--- src/rtl/extensor_contador_if.sv ---
// Snapshot handshake between extensor_contador (slave) and its consumer (master).
// Carries the request/ack strobes plus the held snapshot and its overrun flag.
interface extensor_contador_if #(
  parameter int UPPER_W = 4
);
  logic               snap_req;
  logic               snap_ack;
  logic               snap_valid;
  logic               snap_ovr;
  logic [UPPER_W+3:0] snap_data;

  modport master (
    output snap_req,
    output snap_ack,
    input  snap_valid,
    input  snap_data,
    input  snap_ovr
  );

  modport slave (
    input  snap_req,
    input  snap_ack,
    output snap_valid,
    output snap_data,
    output snap_ovr
  );
endinterface

--- src/rtl/extensor_contador.sv ---
// Extends a 4-bit mode counter with UPPER_W upper bits derived from its Q steps,
// plus a wrap pulse and a snapshot port. Optional Q step checker: STEP_CHECK_EN.
module extensor_contador #(
  parameter int UPPER_W = 4
) (
  input  logic               clk,
  input  logic               reset,
  input  logic [1:0]         mode,
  input  logic               enable,
  input  logic               cnt_reset,
  input  logic [UPPER_W-1:0] d_hi,
  input  logic [3:0]         d_lo,
  input  logic [3:0]         q_in,
  output logic [UPPER_W+3:0] count,
  output logic               wrap,
  output logic               step_err,
  extensor_contador_if.slave snap
);
  localparam logic [UPPER_W-1:0] UP_ONE = UPPER_W'(1);

  logic [1:0]         mode_d;
  logic               en_d;
  logic               rst_d;
  logic [UPPER_W-1:0] dhi_d;
  logic [3:0]         dlo_d;
  logic [3:0]         q_lo;
  logic [UPPER_W-1:0] upper;
  logic [UPPER_W-1:0] upper_next;
  logic               carry;
  logic               borrow;
  logic               wrap_next;
  logic [UPPER_W+3:0] count_next;

  // Controls seen at the previous edge explain the Q step observed now
  always_comb begin
    upper_next = upper;
    carry      = 1'b0;
    borrow     = 1'b0;
    if (rst_d) begin
      upper_next = '0;
    end else if (mode_d == 2'b11) begin
      upper_next = dhi_d;
    end else if ((mode_d == 2'b00 && en_d) || mode_d == 2'b10) begin
      if (q_in < q_lo) begin
        upper_next = upper + UP_ONE;
        carry      = 1'b1;
      end
    end else if (mode_d == 2'b01) begin
      if (q_in > q_lo) begin
        upper_next = upper - UP_ONE;
        borrow     = 1'b1;
      end
    end
  end

  assign wrap_next  = (carry && (upper == '1)) || (borrow && (upper == '0));
  assign count_next = {upper_next, q_in};
  assign count      = {upper, q_lo};

  always_ff @(posedge clk or posedge reset) begin
    if (reset) begin
      mode_d <= 2'b00;
      en_d   <= 1'b0;
      rst_d  <= 1'b0;
      dhi_d  <= '0;
      dlo_d  <= 4'd0;
      q_lo   <= 4'd0;
      upper  <= '0;
      wrap   <= 1'b0;
    end else begin
      mode_d <= mode;
      en_d   <= enable;
      rst_d  <= cnt_reset;
      dhi_d  <= d_hi;
      dlo_d  <= d_lo;
      q_lo   <= q_in;
      upper  <= upper_next;
      wrap   <= wrap_next;
    end
  end

  // Snapshot: a request while one is held is dropped and flagged; ack wins
  always_ff @(posedge clk or posedge reset) begin
    if (reset) begin
      snap.snap_valid <= 1'b0;
      snap.snap_data  <= '0;
      snap.snap_ovr   <= 1'b0;
    end else if (!snap.snap_valid) begin
      if (snap.snap_req) begin
        snap.snap_valid <= 1'b1;
        snap.snap_data  <= count_next;
      end
    end else begin
      if (snap.snap_req) snap.snap_ovr <= 1'b1;
      if (snap.snap_ack) snap.snap_valid <= 1'b0;
    end
  end

`ifdef STEP_CHECK_EN
  function automatic logic [3:0] predict_q(input logic       r,
                                           input logic [1:0] m,
                                           input logic       e,
                                           input logic [3:0] d,
                                           input logic [3:0] q);
    if (r) return 4'd0;
    case (m)
      2'b11:   return d;
      2'b01:   return q - 4'd1;
      2'b10:   return q + 4'd3;
      default: return e ? q + 4'd1 : q;
    endcase
  endfunction

  logic       chk_arm;
  logic [3:0] q_pred;

  assign q_pred = predict_q(rst_d, mode_d, en_d, dlo_d, q_lo);

  // chk_arm masks the first edge after reset, when the counter may not be in step
  always_ff @(posedge clk or posedge reset) begin
    if (reset) begin
      chk_arm  <= 1'b0;
      step_err <= 1'b0;
    end else begin
      chk_arm <= 1'b1;
      if (chk_arm && (q_in != q_pred)) step_err <= 1'b1;
    end
  end
`else
  logic unused_dlo;
  assign unused_dlo = ^dlo_d;
  assign step_err   = 1'b0;
`endif

endmodule

--- src/flat_wrapper.sv ---
// flat-port wrapper written by rule: the top's interface ports become plain ports
module extensor_contador_flat 
#(
  parameter int UPPER_W = 4
)
  (clk, reset, mode, enable, cnt_reset, d_hi, d_lo, q_in, count, wrap, step_err, snap_snap_req, snap_snap_ack, snap_snap_valid, snap_snap_data, snap_snap_ovr);
  extensor_contador_if #(.UPPER_W(UPPER_W)) snap_i ();
  input  logic clk;
  input  logic reset;
  input  logic [1:0] mode;
  input  logic enable;
  input  logic cnt_reset;
  input  logic [UPPER_W-1:0] d_hi;
  input  logic [3:0] d_lo;
  input  logic [3:0] q_in;
  output logic [UPPER_W+3:0] count;
  output logic wrap;
  output logic step_err;
  input wire logic [$bits(snap_i.snap_req)-1:0] snap_snap_req;
  input wire logic [$bits(snap_i.snap_ack)-1:0] snap_snap_ack;
  output wire logic [$bits(snap_i.snap_valid)-1:0] snap_snap_valid;
  output wire logic [$bits(snap_i.snap_data)-1:0] snap_snap_data;
  output wire logic [$bits(snap_i.snap_ovr)-1:0] snap_snap_ovr;
  assign snap_i.snap_req = snap_snap_req;
  assign snap_i.snap_ack = snap_snap_ack;
  assign snap_snap_valid = snap_i.snap_valid;
  assign snap_snap_data = snap_i.snap_data;
  assign snap_snap_ovr = snap_i.snap_ovr;
  extensor_contador #(.UPPER_W(UPPER_W)) u_core (.clk(clk), .reset(reset), .mode(mode), .enable(enable), .cnt_reset(cnt_reset), .d_hi(d_hi), .d_lo(d_lo), .q_in(q_in), .count(count), .wrap(wrap), .step_err(step_err), .snap(snap_i));
endmodule
--- config.mk ---
export PLATFORM = sky130hd
export DESIGN_NAME = extensor_contador_flat
export DESIGN_NICKNAME = d
export VERILOG_FILES = /design/src/rtl/extensor_contador_if.sv /design/src/rtl/extensor_contador.sv /design/src/flat_wrapper.sv
export SDC_FILE = /design/constraint.sdc
export NUM_CORES = 1
export LEC_CHECK = 0
export CORE_UTILIZATION = 44
export CTS_CLUSTER_SIZE = 28
export DETAILED_ROUTE_END_ITERATION = 16
export PLACE_DENSITY = 0.78
export SLEW_MARGIN = 30
export SYNTH_ARGS = -nofsm -noshare
export SYNTH_HDL_FRONTEND = slang
export SYNTH_SLANG_ARGS = --single-unit
--- constraint.sdc ---
create_clock -name clk -period 2.35 [get_ports clk]
set_input_delay 0.47 -clock clk [delete_from_list [all_inputs] [get_ports clk]]
set_output_delay 0.47 -clock clk [all_outputs]
set_load 0.01 [all_outputs]
### Word-level counts from Yosys, hierarchy flattened

Cells that the tools add are included.

* $lt $le $gt $ge: 2
* mux-type cells: 18
* $add $sub $neg: 2
* reduce and logical (&&, ||, !) cells: 9
* bitwise logic cells: 1
* shift-type cells: 0
* divide/modulo/power cells: 0
* equal/unequal tests: 4
* multiply operators: 0

Operators with widths (number)
* $mux 4: 6
* $mux 1: 12
* $add 4x1->4 const B: 1
* $eq 2x2->1 const B: 2
* $eq 4x4->1 const B: 1
* $gt 4x4->1: 1
* $logic_not 4->1: 1
* $lt 4x4->1: 1
* $reduce_and 2->1: 2
* $sub 4x1->4 const B: 1
* $logic_and 1x1->1: 3
* $eq 2x1->1 const B: 1
* $logic_not 2->1: 1
* $logic_or 1x1->1: 2
* $not 1->1: 1

* input port bits: 20
* ROM bits: 0
* register bits after elaboration: 27
* memory bits (writable): 0
* latch bits: 0
* memories: 0

### Longest topological paths before layout

Gate-level depths: netlist of run 1.

* depth in word-level cells: 8
* gate-level depth with buffers: 8

### Worst setup path before layout of run 1

Ideal clock, no wire load.

* path type: input -> register
* start: input port q_in[1]
* end: register u_core.snap.snap_data[7]
* setup time: 82 ps
* cell stages on the path: 6
* arrival: 2006 ps
* slack: 263 ps
* path buffers: 0
* required time: 2268 ps
* cell sequence: ha_1 nor2b_4 o211a_4 o41ai_1 mux2_2 a31oi_1

* longest elaborated chain between the ends: 6
* elaborated cells on any way between the ends: 8

Ends and longest elaborated chain
* from (decl): RTL line flat_wrapper.sv:15 `input logic [3:0] q_in;`
* $gt 4x4->1: RTL line extensor_contador.sv:49 `if (q_in > q_lo) begin`
* $mux 4: RTL line extensor_contador.sv:49
* $mux 4: RTL line extensor_contador.sv:48 `end else if (mode_d == 2'b01) begin`
* $mux 4 (*): RTL line extensor_contador.sv:43 `end else if ((mode_d == 2'b00 && en_d) || mode_d == 2'b10) begin`
* $mux 4 (*): RTL line extensor_contador.sv:41 `end else if (mode_d == 2'b11) begin`
* $mux 4 (*): RTL line extensor_contador.sv:39 `if (rst_d) begin`
* to (signal assigned): RTL line extensor_contador.sv:91 `snap.snap_data <= count_next;`
* to (decl): RTL line extensor_contador_if.sv:24 `output snap_data,`

Every way passes the cells marked *; elsewhere a longest branch is shown, timed or not.
A chain may end at the register's enable or synchronous reset.

### Final worst setup path of run 1

Same ends and word-level chain as after synthesis.

==> key figures, run 1 <==
Clock network
  • Worst-Skew Late Latency: roughly 0.33 ns
  • Clk root buf: clkbuf_4
  • TritonCTS clock tree: yes
  • # Post-CTS Setup Buffers: 0
  • H-tree depth: 1
  • Clock buffer depth: 2
  • Num CTS Buffers: 3
  • Worst-path clk slew: approximately 0.15 ns
  • Clk sinks: 27

Route
  • DR pass1 iterations: 5
  • Via-to-Cell Ratio: around 5.4
  • Routed len/inst: about 13 um
  • Iteration-0 DRC Markers: 19
  • Drt total wl: around 2.3 mm
  • Highest routed metal layer: met4
  • Met2 WL: roughly 1.2 mm
  • Routed met1 length: 1.01 mm
  • Post-route ant nets: 0
  • Residual DRC: 0
  • Vias: 949
  • Met3 wire length: 88 um

Layout
  • Filler instances: a little under 200
  • Layout cells sized above 1: between 15 and 20%
  • Reg area: between 600 and 700 um^2
  • Fin nets: 174
  • Footprint of the multi-input gates: between 500 and 600 um^2
  • Fin util: between 60% and 70%
  • N_diodes: 0
  • Synth-to-layout area growth: 38.9%

Outcome
  • Status: finished clean

Logic synthesis
  • Cell Area, Synth: approximately 0.0012 mm^2
  • Sequential-to-total area share from yosys stat: between 50% and 60%
  • Post-synthesis mux area share: under 10%
  • Synth Instances: 103
  • FF+latch count, synth: 27
  • Synth top area share: around 56%
  • Top cell type by total area after synthesis: dfrtp_1
  • Synth Area in Simple Gates: between 10% and 20%
  • Post-synth ARST share: 100%
  • Syn avg cell area: roughly 12 um^2
  • Largest family of logic cells by synthesized area: compound AO/OA/AOI/OAI gates
  • Synth warn: 0
  • Synth unique cells: 33
  • Post-synth top cells: 27 x dfrtp_1, 8 x nor2_1, 7 x ha_1, 7 x inv_1, 7 x nand2_1
  • Mapped Nets: 130
  • Most common cell in the netlist: dfrtp_1
  • Compound-Gate Fraction of Synth Area: between 15 and 20%
  • Top area cells in the synthesized netlist: dfrtp_1 56%, ha_1 7.3%, mux2_2 4.7%, nor2_1 2.5%, inv_1 2.2%
  • Adder-Cell Fraction of Synth Area: 7.26%
  • Top FF cell, synth: dfrtp_1
  • Number of synthesized flops with an enable pin: 0
  • Post-Synth XOR/XNOR Area: 0%

Power
  • Cell Pwr Density: 646 mW/mm^2
  • Total leakage power: 0.000748 uW
  • Design Power: ~1100 uW
  • Maximum vdd drop: ~620 uV

Floorplanning
  • Die Area: between 0.002 and 0.003 mm^2
  • Starting Density: a little under half
  • Placeable Area: between 0.002 and 0.003 mm^2
  • Die Ht: ~54 um
  • Row cnt: 18
  • Die W: 54.4 um
  • IO Pins: 40

Setup path
  • Critical R2R Launch: u_core.q_lo[1]
  • Worst EP required: 2.61 ns
  • Critical Path Fanout Max: 5
  • Crit Path Class: input port to register
  • CP Launch Type: input port
  • CP startpoint: q_in[1]
  • Critical Path AT: between 2 and 3 ns
  • Delay-heaviest family, CP: compound AO/OA/AOI/OAI gates
  • Critical path, cell by cell: clkdlybuf4s50_1, ha_1, nor2b_4, o211a_4, o41ai_2, mux2_2, a31oi_1
  • Crit path buf inv count: 1
  • Crit end category: register
  • Slowest cell on the critical path: clkdlybuf4s50_1
  • CP peak stage delay: between 0.4 and 0.5 ns

Placed design
  • DP Worst Slack: -0.341 ns
  • Routability cong.: between 0.9 and 1
  • Port bufs: 34
  • DP Wirelength: roughly 1.7 mm

Global routing
  • Grt ovf: 0
  • Vias in the first global route: 901
  • Largest net degree at the start of global routing: 28
  • First-pass GRT wire length: 3.68 mm
  • GRT Resource Usage Total: between 15 and 20%
  • Antenna violations before repair: 0

STA
  • Min Tclk post-route: roughly 2.3 ns
  • Final Hold Vio Count: 0
  • Hold Slack: 0.469 ns
  • PnR worst setup slack: roughly 0.08 ns
  • Max Clk Rate: between 0.4 and 0.5 GHz
  • Fin crit share: between 90 and 100%
  • # setup viols final: 0
  • Clock Skew: between 0.005 and 0.006 ns
  • Slew Viols, Final: 0

Worst hold path
  • Worst min path class: input port to asynchronous set/reset pin

Flow run
  • Max-Cap Viols: 0
## area by class of cell
| cell class | count | area share (%) |
|---|---|---|
| Clock buffer | 3 | 1.34 |
| Clock inverter | 1 | 0.448 |
| Inverter | 7 | 1.57 |
| Multi-Input combinational cell | 67 | 30.6 |
| Sequential cell | 27 | 40.3 |
| Tap cell | 30 | 2.24 |
| Timing Repair Buffer | 41 | 23.5 |
## cells by family after synthesis
| kind of cell | Yosys count |
|---|---|
| other cells | 1 |
| compound gates | 24 |
| flops | 27 |
| mux | 6 |
| buf+inv | 9 |
| simple gates | 29 |
| fa+ha+maj | 7 |
## metal layers
layer	vias to the layer above	global-route usage [%]
li1	457	-
met1	456	20.9
met2	30	32.5
met3	6	3.33
met4	0	5.13
met5	-	0
## timing repair
action,4_1_cts,5_1_grt
hold buffers,0,0
hold endpoints to repair,0,0
endpoints found under the setup margin,0,2
gates resized for setup,0,3
## stage by stage
stage | cells | area (um^2) | TNS [ns]
after floorplan | 103 | 1210 | 0
after global placement | 172 | 1630 | -1.48
after detailed placement | 172 | 1630 | -1.79
after CTS | 176 | 1660 | 0
after global routing | 176 | 1680 | -0.00745
final | 176 | 1680 | 0
## registers in the layout (all words and copies together), names as in the netlist
signal and cells:
u_core.snap.snap_ovr 1, u_core.en_d 1, u_core.wrap 1, u_core.snap.snap_data 8
u_core.rst_d 1, u_core.upper 4, u_core.dhi_d 4, u_core.q_lo 4
u_core.snap.snap_valid 1, u_core.mode_d 2
## worst min-delay path, stage by stage
cell	delay, ns
clkdlybuf4s50_1	0.39
inv_1	0.05
buf_4	0.31
## layout by cell type (no fill, tap or decap), types with 2 or more instances in the layout
master / synthesis / final
a21o_1: 2 / 2
a21oi_1: 4 / 4
a31oi_1: 3 / 3
buf_4: 1 / 7
clkbuf_4: 0 / 3
clkdlybuf4s50_1: 0 / 34
dfrtp_1: 27 / 27
ha_1: 7 / 6
inv_1: 7 / 7
mux2_2: 5 / 5
nand2_1: 7 / 7
nand3_1: 4 / 4
nand4_1: 2 / 2
nor2_1: 8 / 8
nor2b_1: 2 / 2
nor3_1: 2 / 2
o21a_1: 2 / 2
o21ai_0: 3 / 2
## report_power, final
group          internal (uW)  switching [uW]
Clock                   65.1             141
Sequential               521            41.7
Combinational            187             126
## path summary, 6_finish.rpt
kind / endpoint / slack [ns] / cells past startpoint
setup / recovery: u_core.snap.snap_data[7] / 0.08 / 7
hold / removal: u_core.q_lo[2] / 0.47 / 3
setup reg to reg: u_core.snap.snap_data[7] / 0.28 / 7
hold reg to reg: u_core.snap.snap_ovr / 0.49 / 1
max in group asynchronous: u_core.snap.snap_ovr / 1.64 / 3
min in group clk: u_core.snap.snap_ovr / 0.49 / 1
No activity file was read; power rests on OpenSTA's default activity.
==> inputs of run 2 (changes only) <==
SLEW_MARGIN = default   (was 30)
==> results of run 2 <==
No change in the layout: final DEF, timing and power equal those of run 1.
